===== src/rtl/write_back_pkg.sv =====
// Shared pipeline constants: default data width, register-index width and the
// hard-wired zero register index.
package write_back_pkg;

    localparam int DATA_W = 32;
    localparam int REG_W  = 5;

    localparam logic [REG_W-1:0] REG_ZERO = 5'd0;

endpackage


===== src/rtl/write_back.sv =====
// Write-back stage: selects between load data and the ALU result and registers
// the register-file write port (enable, index, data) with one cycle of latency.
module write_back
    import write_back_pkg::*;
#(
    parameter int BW = DATA_W
) (
    input  logic             clk,
    input  logic             rst,
    input  logic             memtoreg,
    input  logic             readwrite,
    input  logic [BW-1:0]    in_data,
    input  logic [BW-1:0]    in_origenal,
    input  logic [REG_W-1:0] rd_in,
    output logic             return_readwrite,
    output logic [BW-1:0]    return_data,
    output logic [REG_W-1:0] rd_out
);

    // No handshake: every rising edge accepts one result and presents it on the
    // outputs until the next edge; consumers qualify data/index with
    // return_readwrite.
    logic [BW-1:0] wb_value;

    always_comb begin
        wb_value = memtoreg ? in_data : in_origenal;
    end

    // x0 is hard-wired to zero, so a write to it is never signalled.
    always_ff @(posedge clk or posedge rst) begin
        if (rst) begin
            return_readwrite <= 1'b0;
            return_data      <= '0;
            rd_out           <= REG_ZERO;
        end else begin
            return_readwrite <= readwrite && (rd_in != REG_ZERO);
            return_data      <= wb_value;
            rd_out           <= rd_in;
        end
    end

endmodule


===== config.mk =====
export PLATFORM = sky130hd
export DESIGN_NAME = write_back
export DESIGN_NICKNAME = d
export VERILOG_FILES = /design/src/rtl/write_back_pkg.sv /design/src/rtl/write_back.sv
export SDC_FILE = /design/constraint.sdc
export NUM_CORES = 1
export LEC_CHECK = 0
export CAP_MARGIN = 5
export CELL_PAD_IN_SITES_DETAIL_PLACEMENT = 0
export CELL_PAD_IN_SITES_GLOBAL_PLACEMENT = 1
export CORE_MARGIN = 2
export CORE_UTILIZATION = 24
export DETAILED_ROUTE_END_ITERATION = 12
export GPL_TIMING_DRIVEN = 0
export PLACE_DENSITY_LB_ADDON = 0.1
export SLEW_MARGIN = 20
export SYNTH_ARGS = -nofsm -noshare
export SYNTH_HDL_FRONTEND = slang
export SYNTH_SLANG_ARGS = --single-unit

===== constraint.sdc =====
create_clock -name clk -period 1.3 [get_ports clk]
set_input_delay 0.13 -clock clk [delete_from_list [all_inputs] [get_ports clk]]
set_output_delay 0.13 -clock clk [all_outputs]
set_load 0.005 [all_outputs]

==> impl_results.md <==
- Max-slew violation count: 0
- Internal: between 0.002 and 0.0025 W
- Cell Area, Synth: 1360 µm²
- Syn avg cell area: about 18 µm²
- RSZ-0062 raised after global routing: false
- Setup-failing EPs final: 0
- Yosys cell types: 8
- Bufs on Longest Clock Path: 2
- Via count: 1072
- Starting density of the core: 24.8%
- Routed vias/inst: about 4
- Comb power frac: around 20%
- Detailed-router iteration count before antenna repair: 3
- WP data required: around 1200 ps
- Status: complete, no violations
- Worst-Margin Slew: around 290 ps
- Arr. time, crit path: roughly 1100 ps
- Ports: 111
- Min-Delay Path Class: in2async
- Worst setup SP type: flop
- Antenna diodes: 0
- Net count of the mapped netlist: 150
- Die Y-Extent: 79.2 µm
- Die area: 6270 µm²
- Max VDD drop: 0.521 mV
- Final Cell Area: 2680 µm²
- Clock share of power: 33.5%
- DP HPWL: 2.75 mm
- Top cell type's share of synthesized area: 70.0%
- WP buf/inv: 1
- Leak pwr: 1.13 nW
- Routed WL per cell: 12.8 µm
- Nets: ~270
- CTS tree: yes
- Critical path's slowest cell: clkdlybuf4s50_1
- Core Area: 5470 µm²
- Initial antenna violation count: 0
- Period minus WS final: 1250 ps
- Remaining global-route overflow: 0
- Power Dens Cells: approximately 1000 nW/µm²
- Number of synthesized flops with an enable pin: 0
- Syn Inst Count: 77
- Layout cell share with drive strength beyond 1: 22.6%
- Post-CTS Hold Buffers: 0
- Crit-path cells: clkdlybuf4s50_1
- Max transition margin: ~81%
- Routability cong.: 0.694
- DRT iter0 DRCs: 19
- Worst hold slack: 107 ps
- Most frequent cells after synthesis: 38 x dfrtp_1, 30 x mux2_2, 3 x buf_4, 2 x mux2_1
- Multi-input logic area: between 300 and 400 µm²
- Layout area overhead: 97.5%
- Post-route ant nets: 0
- Psw: 0.000540 W
- Number of global-route vias before repair: 1148
- CTS sink count: 38
- Die width: 79.2 µm
- Placed cell area: roughly 2600 µm²
- Final Hold Viols: 0
- Worst setup path start: return_data[16]
- Worst-path fanout max: 1
- Gr usage total: 11.4%
- CP top delay family: buffers and inverters
- Post-CTS Resized: 0
- Largest net degree at the start of global routing: 27
- Filler Cell Count: 508
- Reg area: 951 µm²
- Fin crit share: 96.0%
- Sequential share of power: 46.9%
- First-pass GRT wire length: 5.38 mm
- Yosys reg bits: 38
- Max frequency: 801 MHz
- CP Class: reg2out
- Detailed Route WL: 3.43 mm
- H-tree depth: 2
- Largest area contributor in the netlist: dfrtp_1
- Area contributors post-synth: dfrtp_1 70%, mux2_2 25%, buf_4 1.7%
- CTS root buf: clkbuf_8
- Row count: 27
- Switching Fraction: 19.7%
- Worst path max stage delay: 510 ps
- Yosys warns: 0
- Drt drc: 0
- Top FF cell, synth: dfrtp_1
- Most common cell in the netlist: dfrtp_1
- Worst Setup End Kind: primary output
- Reg clk slew, reported paths: 70 ps
- FFs w/ async S/R, synth: 100%
- Seq/Total Area, Yosys: 70.0%
- PortBufs: 109
- Post-CTS setup buffers: 0
- CTS Buf Count: 5
- MaxCap Viol Count: 0
==> path summary, 6_finish.rpt <==
check,depth (start not counted),slack (ps),end
max in group asynchronous,3,770,return_data[14]
min in group clk,2,180,return_data[31]
hold / removal,2,110,rd_out[1]
setup / recovery,1,50,return_data[16]
==> layer usage <==
layer / GRT usage [%] / wire [µm]
met5: 0 / 0
met1: 11.3 / 1080
met2: 19.7 / 1850
met3: 5.68 / 409
met4: 5.86 / 80
==> flip-flops by register name (all words and copies together) (netlist names) <==
register,flops
return_data,32
return_readwrite,1
rd_out,5
==> per-stage QoR <==
stage	util [%]	std cells	TNS, ps	power, W	setup WS, ps
2_1_floorplan	-	77	0	0.00145	309
4_1_cts	48.8	267	0	0.00280	22.8
5_1_grt	49.0	267	0	0.00290	6.19
3_3_place_gp	46.4	258	-20070	0.00184	-527
3_5_place_dp	46.8	259	-69.8	0.00186	-69.8
6_report	49.0	267	0	0.00274	51.9
==> power by group through the flow <==
| stage | sequential, W | combinational (W) | clock, W |
|---|---|---|---|
| floorplan | 0.00132 | 0.000121 | 0 |
| global placement | 0.00131 | 0.000536 | 0 |
| detailed placement | 0.00131 | 0.000551 | 0 |
| CTS | 0.00129 | 0.000552 | 0.000956 |
| global route | 0.00130 | 0.000579 | 0.00103 |
| finish | 0.00129 | 0.000537 | 0.000920 |
==> cells in the final DEF (no fill, tap or decap), drive strengths merged <==
master and count:
clkdlybuf4s50 104, inv 1, dlymetal6s2s 5, clkbuf 9, dfrtp 38, buf 4, mux2 32, o21a 1
or4 1
==> layout make-up <==
cell class	count	area share [%]
Buffer	4	1.03
Clock buffer	8	4.11
Inverter	1	0.140
Multi-Input combinational cell	34	14.0
Sequential cell	38	35.5
Tap cell	72	3.36
Timing Repair Buffer	110	41.9
==> cell families (layout without fill, tap and decap cells) <==
family | after synthesis | after routing | share of synthesized area (%)
buf+inv | 5 | 123 | 2.30
simple gates | 1 | 1 | 0.553
compound gates | 1 | 1 | 0.553
flops | 38 | 38 | 70.0
mux | 32 | 32 | 26.5
Note: power is estimated with default switching activity, not from simulation.
